**src/rtl/node_config_loader_if.sv**
```systemverilog
// Record stream between a configuration source and node_config_loader.
//
// Handshake: a record transfers on every rising clk edge where in_valid and
// in_ready are both high. The source holds in_data stable while in_valid is
// high and not yet accepted. The loader raises in_ready only while loading.
//
// Signals:
//   in_valid - source has a record on in_data
//   in_ready - loader will accept a record this cycle
//   in_data  - node record: [21:11] median, [10:0] index ([2:0] significant)
//
// Modports: master = record source, slave = loader.
interface node_config_loader_if #(
  parameter int STORAGE_WIDTH = 22
);
  logic                     in_valid;
  logic                     in_ready;
  logic [STORAGE_WIDTH-1:0] in_data;

  modport master (output in_valid, output in_data, input in_ready);
  modport slave  (input in_valid, input in_data, output in_ready);
endinterface

```
**src/rtl/node_config_loader.sv**
```systemverilog
// node_config_loader: loads NUM_NODES tree-node records, in order, into the
// per-node registers of a decision tree. Record k is broadcast on wdata with
// wen[k] pulsed one cycle after it is accepted.
//
// Optional feature: define NODE_CFG_CHECK_EN to reject records whose index
// field (in_data[2:0]) exceeds 4. A rejected record consumes a node slot
// (node_count advances) but writes nothing, and sets the sticky err flag.
// Without the macro every record is written and err is tied low.
//
// Ports:
//   clk, rst_n  - rising-edge clock, synchronous active-low reset
//   start       - one-cycle pulse, begins a load (only honoured in IDLE)
//   abort       - abandons a load in progress (only honoured in LOAD)
//   in_if       - record stream (slave side), see node_config_loader_if
//   wen         - one-hot per-node write enable, registered
//   wdata       - record broadcast to all nodes, holds while wen is 0
//   busy        - high while loading
//   done        - one-cycle pulse, coincident with the final wen
//   node_count  - records accepted in the current load
//   err         - sticky bad-record flag
//   state_dbg   - current FSM state (IDLE=0, LOAD=1, DONE=2)
module node_config_loader #(
  parameter int NUM_NODES     = 31,
  parameter int STORAGE_WIDTH = 22,
  parameter int ADDR_WIDTH    = 5
) (
  input  logic                     clk,
  input  logic                     rst_n,
  input  logic                     start,
  input  logic                     abort,
  node_config_loader_if.slave      in_if,
  output logic [NUM_NODES-1:0]     wen,
  output logic [STORAGE_WIDTH-1:0] wdata,
  output logic                     busy,
  output logic                     done,
  output logic [ADDR_WIDTH-1:0]    node_count,
  output logic                     err,
  output logic [1:0]               state_dbg
);

  typedef enum logic [1:0] {
    IDLE = 2'd0,
    LOAD = 2'd1,
    DONE = 2'd2
  } state_t;

  state_t state;

  logic                 accept;
  logic                 last_rec;
  logic                 bad_rec;
  logic [NUM_NODES-1:0] wen_sel;

  // in_ready is only ever high in LOAD, so the handshake alone qualifies
  // acceptance; abort still wins over a same-cycle handshake below.
  assign accept   = in_if.in_valid && in_if.in_ready;
  assign last_rec = (node_count == ADDR_WIDTH'(NUM_NODES - 1));
  assign wen_sel  = NUM_NODES'(1) << node_count;

`ifdef NODE_CFG_CHECK_EN
  logic err_q;

  assign bad_rec = (in_if.in_data[2:0] > 3'd4);
  assign err     = err_q;

  always_ff @(posedge clk) begin
    if (!rst_n) begin
      err_q <= 1'b0;
    end else if (state == IDLE && start) begin
      err_q <= 1'b0;
    end else if (state == LOAD && !abort && accept && bad_rec) begin
      err_q <= 1'b1;
    end
  end
`else
  assign bad_rec = 1'b0;
  assign err     = 1'b0;
`endif

  assign state_dbg = state;

  always_ff @(posedge clk) begin
    if (!rst_n) begin
      state          <= IDLE;
      wen            <= '0;
      wdata          <= '0;
      busy           <= 1'b0;
      done           <= 1'b0;
      in_if.in_ready <= 1'b0;
      node_count     <= '0;
    end else begin
      // Pulsed outputs default low every cycle.
      wen  <= '0;
      done <= 1'b0;
      case (state)
        IDLE: begin
          if (start) begin
            state          <= LOAD;
            node_count     <= '0;
            busy           <= 1'b1;
            in_if.in_ready <= 1'b1;
          end
        end
        LOAD: begin
          if (abort) begin
            state          <= IDLE;
            busy           <= 1'b0;
            in_if.in_ready <= 1'b0;
          end else if (accept) begin
            if (!bad_rec) begin
              wen   <= wen_sel;
              wdata <= in_if.in_data;
            end
            // Cannot wrap: LOAD is left on the last record.
            node_count <= node_count + ADDR_WIDTH'(1);
            if (last_rec) begin
              state          <= DONE;
              done           <= 1'b1;
              busy           <= 1'b0;
              in_if.in_ready <= 1'b0;
            end
          end
        end
        DONE: begin
          state <= IDLE;
        end
        default: begin
          state <= IDLE;
        end
      endcase
    end
  end

endmodule

```
**src/flat_wrapper.sv**
```systemverilog
// flat-port wrapper written by rule: the top's interface ports become plain ports
module node_config_loader_flat 
#(
  parameter int NUM_NODES     = 31,
  parameter int STORAGE_WIDTH = 22,
  parameter int ADDR_WIDTH    = 5
)
  (clk, rst_n, start, abort, wen, wdata, busy, done, node_count, err, state_dbg, in_if_in_valid, in_if_in_data, in_if_in_ready);
  node_config_loader_if #(.STORAGE_WIDTH(STORAGE_WIDTH)) in_if_i ();
  input  logic clk;
  input  logic rst_n;
  input  logic start;
  input  logic abort;
  output logic [NUM_NODES-1:0] wen;
  output logic [STORAGE_WIDTH-1:0] wdata;
  output logic busy;
  output logic done;
  output logic [ADDR_WIDTH-1:0] node_count;
  output logic err;
  output logic [1:0] state_dbg;
  input wire logic [$bits(in_if_i.in_valid)-1:0] in_if_in_valid;
  input wire logic [$bits(in_if_i.in_data)-1:0] in_if_in_data;
  output wire logic [$bits(in_if_i.in_ready)-1:0] in_if_in_ready;
  assign in_if_i.in_valid = in_if_in_valid;
  assign in_if_i.in_data = in_if_in_data;
  assign in_if_in_ready = in_if_i.in_ready;
  node_config_loader #(.NUM_NODES(NUM_NODES), .STORAGE_WIDTH(STORAGE_WIDTH), .ADDR_WIDTH(ADDR_WIDTH)) u_core (.clk(clk), .rst_n(rst_n), .start(start), .abort(abort), .in_if(in_if_i), .wen(wen), .wdata(wdata), .busy(busy), .done(done), .node_count(node_count), .err(err), .state_dbg(state_dbg));
endmodule
```
**config.mk**
```make
export PLATFORM = sky130hd
export DESIGN_NAME = node_config_loader_flat
export DESIGN_NICKNAME = d
export VERILOG_FILES = /design/src/rtl/node_config_loader_if.sv /design/src/rtl/node_config_loader.sv /design/src/flat_wrapper.sv
export SDC_FILE = /design/constraint.sdc
export NUM_CORES = 1
export LEC_CHECK = 0
export BUFFER_PORTS_ARGS = -buffer_cell sky130_fd_sc_hd__buf_2
export CORE_UTILIZATION = 53
export CTS_BUF_LIST = sky130_fd_sc_hd__clkbuf_8
export DETAILED_ROUTE_END_ITERATION = 6
export MAX_ROUTING_LAYER = met4
export PLACE_DENSITY = 0.87
export SYNTH_ARGS = -nofsm -noshare
export SYNTH_HDL_FRONTEND = slang
export SYNTH_SLANG_ARGS = --single-unit
```
**constraint.sdc**
```tcl
create_clock -name clk -period 2.4 [get_ports clk]
set_clock_uncertainty 0.15 [all_clocks]
set_input_delay 0.24 -clock clk [delete_from_list [all_inputs] [get_ports clk]]
set_output_delay 0.24 -clock clk [all_outputs]
set_load 0.02 [all_outputs]
```
======== After elaboration in Yosys (flattened, before gate mapping) ========
Cells that the tools add are included.
storage, ports and cells
  register bits after elaboration ......... 62
  input bits .............................. 27
  output and inout port bits .............. 64
cells by class
  $add $sub $neg .......................... 1
  equal/unequal tests ..................... 7
  shifts and indexed selects .............. 1
  muxes and demuxes ....................... 15
  bitwise operators ....................... 4
  reduce and logical (&&, ||, !) cells .... 8
operators with widths
  kind                  number
  $shl 1x5->31 const A  1
  $mux 5                3
  $pmux 5 s2            1
  $mux 2                4
  $reduce_and 4->1      2
  $ne 3x2->1 const B    2
  $reduce_and 3->1      2
  $add 5x1->5 const B   1
  $eq 5x5->1 const B    1
  $mux 1                5
  $ne 2x2->1 const B    2
  $not 1->1             4
  $pmux 2 s2            1
  $reduce_or 4->1       1
  $eq 2x1->1 const B    1
  $logic_not 2->1       1
  $ne 2x1->1 const B    1
  $pmux 1 s2            1
  $reduce_bool 2->1     1
  $logic_and 1x1->1     1

======== Longest topological paths before layout ========
Gate-level depths: netlist of the first run.
  depth in word-level cells ............... 5
  mapped depth ............................ 5
  gate-level depth less buffers ........... 4

======== Worst setup path after synthesis of the first run ========
OpenSTA, ideal clock, no wires.
  path kind ............................... reg2reg
  start ................................... reg u_core.state[1], in the netlist u_core.state_dbg[1]
  end ..................................... reg u_core.node_count[2]
  arrival time ............................ 1292 ps
  required time ........................... 2178 ps
  path slack .............................. 886 ps
  cell stages (with the launch flop) ...... 6
  buffers on the path ..................... 2
  clock period less this slack ............ 1514 ps
  cell sequence ........................... dfxtp_1 > and4bb_1 > buf_4 > nand2_4 > buf_6 > mux2i_1
on the way
  cells in the longest elaborated chain, start to end .. 3
  elaborated cells on any way between the ends .. 8
  those cells by class .................... eq/ne: 4; mux: 1; reduce/logical: 3
ends and longest elaborated chain
  item                                                  line                       text
  from (decl)                                           node_config_loader.sv:47   state_t state;
  from (signal assigned)                                node_config_loader.sv:84   state <= IDLE;
  from (signal assigned)                                node_config_loader.sv:98   state <= LOAD;
  from (signal assigned)                                node_config_loader.sv:106  state <= IDLE;
  $eq 2x1->1 / $logic_not 2->1 (equally long branches)  node_config_loader.sv:95   case (state)
  $ne 2x1->1 (no line) (tied with other cells)          -
  $reduce_and 4->1 (no line)                            -
  to (signal assigned)                                  node_config_loader.sv:115  node_count <= node_count + ADDR_WIDTH'(1);
  to (decl)                                             node_config_loader.sv:36   output logic [ADDR_WIDTH-1:0] node_count,
Parallel ways exist; a longest one is shown, timed or not.
A chain may end at the register's enable or synchronous reset.

======== Worst setup path in the final report of the first run ========
  start ................................... in abort
  end ..................................... reg u_core.wdata[9]
on the way
  cells in the longest elaborated chain, start to end .. 2
ends and longest elaborated chain
  item                        line                       text
  from (decl)                 flat_wrapper.sv:13         input logic abort;
  $not 1->1 (no line)         -
  $reduce_and 3->1 (no line)  -
  to (signal assigned)        node_config_loader.sv:112  wdata <= in_if.in_data;
  to (decl)                   node_config_loader.sv:33   output logic [STORAGE_WIDTH-1:0] wdata,
No other way between the ends.

==> results of run 1 <==
## sequential cells by signal (all words and copies together), names as in the netlist
signal / count
u_core.node_count: 5
u_core.wen: 31
u_core.wdata: 22
u_core.in_if.in_ready: 1
u_core.done: 1
u_core.state_dbg: 2
## worst min path at each step
stage	endpoint	slack, ns	depth (start not counted)
global route	u_core.wdata[12]$_SDFFE_PN0P_	0.004	3
global placement	u_core.wdata[11]$_SDFFE_PN0P_	0.29	2
detailed placement	u_core.wdata[17]$_SDFFE_PN0P_	0.30	2
finish	u_core.wdata[2]$_SDFFE_PN0P_	0.006	3
floorplan	u_core.in_if.in_ready$_SDFFE_PN0P_	0.19	1
CTS	u_core.wdata[12]$_SDFFE_PN0P_	0.00002	3
## metal layers
layer | wire length [um] | vias to the layer above
met5 | 0 | -
met1 | 2020 | 882
met2 | 2380 | 82
met3 | 351 | 11
li1 | - | 963
met4 | 102 | 0
## stage by stage
| step | instance area (sq um) | power [mW] | worst slack (ns) | utilization, % | hold slack [ns] |
|---|---|---|---|---|---|
| final | 3040 | 2.27 | 0.539 | 75.5 | 0.00646 |
| after global routing | 3040 | 2.35 | 0.445 | 75.5 | 0.00441 |
| after CTS | 3040 | 2.28 | 0.556 | 75.5 | 0.0000239 |
| after detailed placement | 2680 | 1.16 | 0.765 | 66.6 | 0.302 |
| after global placement | 2680 | 1.16 | 0.828 | 66.6 | 0.293 |
| after floorplan | 2250 | 1.13 | 0.886 | - | 0.191 |
## worst max-delay path: stages
cell	delay (ns)
dlygate4sd3_1	0.53
buf_2	0.14
and4bb_1	0.45
nand2_4	0.30
mux2i_1	0.27
## cells by family after synthesis
group,after synthesis,share of synthesized area (%)
buffers and inverters,18,4.28
flip-flops,62,55.2
multiplexers,24,10.7
adder cells (fa/ha/maj),6,3.34
other,1,0.167
AND/OR/NAND/NOR,116,23.7
AO/OA/AOI/OAI,9,2.62
## Yosys cell counts
master and count:
nor2_1 30, dfxtp_1 62, o31ai_1 1, nor2b_1 4
mux2i_1 24, clkbuf_1 7, nand2_1 52, nand4_1 7
nor3_1 4, or3_1 2, or3b_2 1, and4_1 1
nand4bb_1 1, buf_4 3, a311oi_1 1, nand2_4 1
o2bb2ai_1 1, a21oi_1 3, inv_1 4, o221ai_1 1
conb_1 1, nand3_1 3, buf_2 2, ha_1 6
o21ai_0 2, nand2b_1 7, and3_1 1, and4bb_1 1
and2_1 1, buf_6 2
## cell usage in the layout (no fill, tap or decap)
cell           count
o21ai_0            2
dfxtp_1           62
o221ai_1           1
nand2_1           52
bufinv_16          3
clkbuf_8          11
dlygate4sd3_1     11
and2_1             1
ha_1               6
nand3_1            3
nand4bb_1          1
nor2b_1            4
and4_1             1
a311oi_1           1
o2bb2ai_1          1
inv_1              6
buf_2             89
conb_1             1
o31ai_1            1
or3b_2             1
a21oi_1            3
nor3_1             4
nand4_1            7
and3_1             1
and4bb_1           1
buf_4              1
nand2b_1           7
nand2_4            1
nor2_1            30
or3_1              2
mux2i_1           24
## power groups by stage
| stage | Sequential, mW | Combinational (mW) | Clock (mW) |
|---|---|---|---|
| 2_1_floorplan | 1.07 | 0.0522 | 0 |
| 6_report | 1.04 | 0.107 | 1.12 |
| 3_3_place_gp | 1.07 | 0.0906 | 0 |
| 3_5_place_dp | 1.07 | 0.0926 | 0 |
| 4_1_cts | 1.04 | 0.106 | 1.14 |
| 5_1_grt | 1.04 | 0.118 | 1.19 |
## layout make-up
cell class,instances,area (sq um)
Timing Repair Buffer,101,563
Fill cell,301,987
Tap cell,50,62.6
Sequential cell,62,1240
Multi-Input combinational cell,156,911
Clock buffer,11,151
Clock inverter,5,97.6
Inverter,4,15.0
## timing repair
action,CTS,global route
resized for setup,0,0
hold endpoints to repair,11,0
hold buffers,11,0
==> results.yml, run 1 <==
placed_design:
  place_hpwl_mm: 3.24
  io_buffers: 89
  globalplace.congestion: 0.755
  dp_cells: 362
yosys:
  avgSynthCellArea_sq_um: 9.53
  ys_types: 30
  synth-seq-area-share_pct: 55.2
  postSynthCellCount: 236
  syn-num-nets: 269
  synth_seq_cells: 62
  yosysTopAreaCell: "dfxtp_1"
  ys_warn_count: 0
  synthTopCellsByArea: "dfxtp_1 (55%), mux2i_1 (11%), nand2_1 (8.7%)"
  syn-cell-area_sq_mm: 0.00225
  synth_top_area_share_pct: 55.2
worst_setup_path:
  cp-start-kind: "input pin"
  endpoint: "u_core.wdata[9]$_SDFFE_PN0P_"
  arrival_ns: 1.95
  reg2reg_depth: 3
  cp_data_required_time_ns: 2.49
  critPathCaptureType: "register"
  cp_max_fo: 25
  regToRegStartpoint: "u_core.in_if.in_ready$_SDFFE_PN0P_"
  regToRegSetupSlack_ns: 0.73
  crit_start: "abort"
  crit_type: "input pin to register"
  r2r_end: "u_core.wdata[9]$_SDFFE_PN0P_"
min_path:
  min_path_type: "input pin to register"
  hp-start: "in_if_in_data[2]"
global_routing:
  grt_pass1_vias: 1804
  grtUsageMet2_pct: 38.4
  grt_use_total_pct: 23.9
  top_usage_layer: "met2"
  overflow: 0
  met3_usage_pct: 6.59
  grt_max_degree: 35
  grt_use_met1_pct: 26.8
  grt_pass1_wl_mm: 7.75
  grt_antenna_before_repair: 0
route:
  viasPerCell: 4.98
  first_pass_iters: 4
  route.detailed.drc: 0
  drt_iter0_drc: 67
  final_antenna_net_count: 0
  routed_wl_mm: 4.85
  vias: 1938
  wl_per_cell_um: 12.5
finish:
  finalNonFillerCells: 389
  nets: 367
  syn_to_final_growth_pct: 35.3
  layout-drive-gt1-share_pct: 31.3
  antenna_cells: 0
power:
  p_switching_mw: 0.444
  p_seq_share_pct: 46.0
  switching_share_pct: 19.6
  p_leak_nw: 1.59
  p_int_mw: 1.82
  power_density_mw_per_mm2: 746
  pwr-share-clk_pct: 49.3
  power_frac_comb_pct: 4.7
  ir_worst_vdd_mv: 0.426
clock_tree:
  cts_sinks: 62
  clk_pin_slew_ns: 0.06
  postCtsSetupBuffers: 0
  htreeDepth: 3
  cts_tree: "done"
  cts_root_buf: "clkbuf_8"
  numCtsBuffers: 9
  clk_latency_ns: 0.33
  clock_path_buffers: 2
floorplanning:
  ios: 91
  die_h_um: 67.1
  die_w_um: 67.1
  dieArea_sq_mm: 0.00451
  core_area_sq_mm: 0.00403
  start_util_pct: 55.8
  rows: 23
sta:
  min_period_ns: 1.86
  worstMarginPinSlew_ns: 0.548
  rsz0062_at_grt: "no"
  max_freq_mhz: 537
  period_share_pct: 77.5
  slew_violations: 0
  setup_viol: 0
  slew_headroom_pct: 63.5
  final.setup.tns_ns: 0
  hold_violations: 0
flow_run:
  maxCapViolations: 0
status:
  outcome: "completed"
Power figures use the tool's default switching activity.
==> run 2, diff against run 1 <==
- CORE_UTILIZATION: 53 -> 45
- PLACE_DENSITY: 0.87 -> 0.78
- clock period: 2.4 -> 1.7 ns (I/O delays scaled with it)
==> run 2 against run 1 <==
Net effect:
- worst hold slack better by 0.030 ns
- sequential power is 41% higher
- clock power is 4% lower
- combinational power is 70% higher
- flip-flop and latch count stayed put
- worst setup slack worse by 0.44 ns
- register-to-register slack worse by 0.63 ns
- global-route usage is 2.7 points lower
- cell count is 7.5% higher
- power is 20% higher
- critical endpoint is now u_core.wdata[6]$_SDFFE_PN0P_
- largest power group is now sequential cells
- highest routed layer unchanged
==> results.yml, run 2 (same netlist as run 1, synthesis figures left out) <==
power:
  switching_share_pct: 21.6
  pwr-share-clk_pct: 39.3
  power_density_mw_per_mm2: 873
  p_switching_mw: 0.588
  p_leak_nw: 1.61
  total_power_mw: 2.72
  ir_worst_vdd_mv: 0.406
  power_frac_comb_pct: 6.7
  p_int_mw: 2.13
  p_seq_share_pct: 54.0
clock_tree:
  cts_tree: "done"
  ctsResizeCount: 0
  cts_root_buf: "clkbuf_8"
  cts_sinks: 62
  htreeDepth: 3
  numCtsBuffers: 9
  clk_pin_slew_ns: 0.06
  clk_latency_ns: 0.32
  postCtsSetupBuffers: 0
  clock_path_buffers: 2
finish:
  largest-register: "u_core.wen"
  layout-drive-gt1-share_pct: 30.8
  largest_reg_flops: 31
  seq_area_sq_mm: 0.00124
  nets: 382
  finalNonFillerCells: 418
  multiInputGateArea_sq_um: 911
  final_common_cell: "buf_2"
  fillers: 402
  reg_top3: "u_core.wen: 31 flops, u_core.wdata: 22 flops, u_core.node_count: 5 flops"
  syn_to_final_growth_pct: 38.7
  antenna_cells: 0
  final_cell_mix: "buf_2 (89), dfxtp_1 (62), nand2_1 (52)"
  fin_area_sq_mm: 0.00312
sta:
  holdWs_ns: 0.0365
  min_period_ns: 1.60
  setup_viol: 0
  period_share_pct: 94.4
  max_freq_mhz: 623
  slew_violations: 0
  timing.final.ws_setup_ns: 0.0958
  rsz0062_at_grt: "yes"
  hold_violations: 0
floorplanning:
  rows: 25
  core_area_sq_mm: 0.00475
  die_h_um: 72.7
  ios: 91
  start_util_pct: 47.3
  die_w_um: 72.7
  dieArea_sq_mm: 0.00528
worst_setup_path:
  arrival_ns: 1.64
  cp_data_required_time_ns: 1.74
  cp_max_fo: 25
  cp-start-kind: "register"
  critPathCaptureType: "register"
  crit_type: "register to register"
placed_design:
  dp_slack_ns: 0.118
  dp_cells: 382
  dpl_cell_area_sq_mm: 0.00273
  io_buffers: 89
  globalplace.congestion: 0.767
  place_hpwl_mm: 3.23
global_routing:
  grt_pass1_wl_mm: 8.11
  overflow: 0
  grt_max_degree: 26
  grt_use_total_pct: 21.3
  grt_antenna_before_repair: 0
  grt_pass1_vias: 1878
route:
  drt_iter0_drc: 54
  vias: 1945
  first_pass_iters: 4
  final_antenna_net_count: 0
  routed_wl_mm: 5.02
  route.detailed.drc: 0
  wl_per_cell_um: 12.0
  viasPerCell: 4.65
status:
  outcome: "completed"
flow_run:
  maxCapViolations: 0
min_path:
  min_path_type: "input pin to register"
[run 2: changes by cell type in the layout (fill, tap and decap cells not counted)]
cell and change:
buf_4 +3, bufinv_16 -3, clkinv_2 +2, dlygate4sd3_1 +12, inv_1 -2
[run 2: routing by layer]
layer	track usage, %	wire (um)	vias up
li1	-	-	990
met1	21.6	2160	850
met2	36.6	2420	95
met3	6.08	345	10
met4	12.2	87	0
met5	-	0	-
[run 2: per-stage QoR]
step	setup TNS [ns]	util [%]
3_3_place_gp	0	57.3
2_1_floorplan	0	-
3_5_place_dp	0	57.3
5_1_grt	-0.0138	65.6
6_report	0	65.6
4_1_cts	0	65.6
[run 2: what timing repair did]
action | in CTS | in global routing
setup endpoints to repair | 0 | 2
hold buffers | 23 | 0
endpoints found under the hold margin | 23 | 0
[run 2: worst max-delay path, cell delays in order (launching register included)]
cell and delay, ns:
dfxtp_1 0.35, and4bb_1 0.45, nand2_4 0.30, mux2i_1 0.21
[run 2: layout make-up]
class	count	area share (%)
clock inverters	2	0.321
inverters	4	0.482
well taps	67	2.69
clock buffers	11	4.86
multi-input cells	156	29.2
flip-flops and latches	62	39.8
repair buffers	116	22.6
[run 2: path summary, 6_finish.rpt]
path | start | to | slack, ns | cells after the start
worst max-delay path | u_core.state_dbg[1]$_SDFFE_PN0P_ | u_core.wdata[6]$_SDFFE_PN0P_ | 0.1 | 3
worst min-delay path | start | u_core.state_dbg[0]$_SDFFE_PN0P_ | 0.04 | 3
worst max register to register | u_core.state_dbg[1]$_SDFFE_PN0P_ | u_core.wdata[6]$_SDFFE_PN0P_ | 0.1 | 3
worst min register to register | u_core.wdata[1]$_SDFFE_PN0P_ | u_core.wdata[1]$_SDFFE_PN0P_ | 0.31 | 2
[run 2: power by group through the flow]
stage          logic (mW)  registers [mW]  clock network, mW
3_3_place_gp        0.137            1.50                  0
3_5_place_dp        0.140            1.50                  0
5_1_grt             0.198            1.47               1.15
2_1_floorplan      0.0737            1.52                  0
6_report            0.182            1.47               1.07
4_1_cts             0.180            1.47               1.10
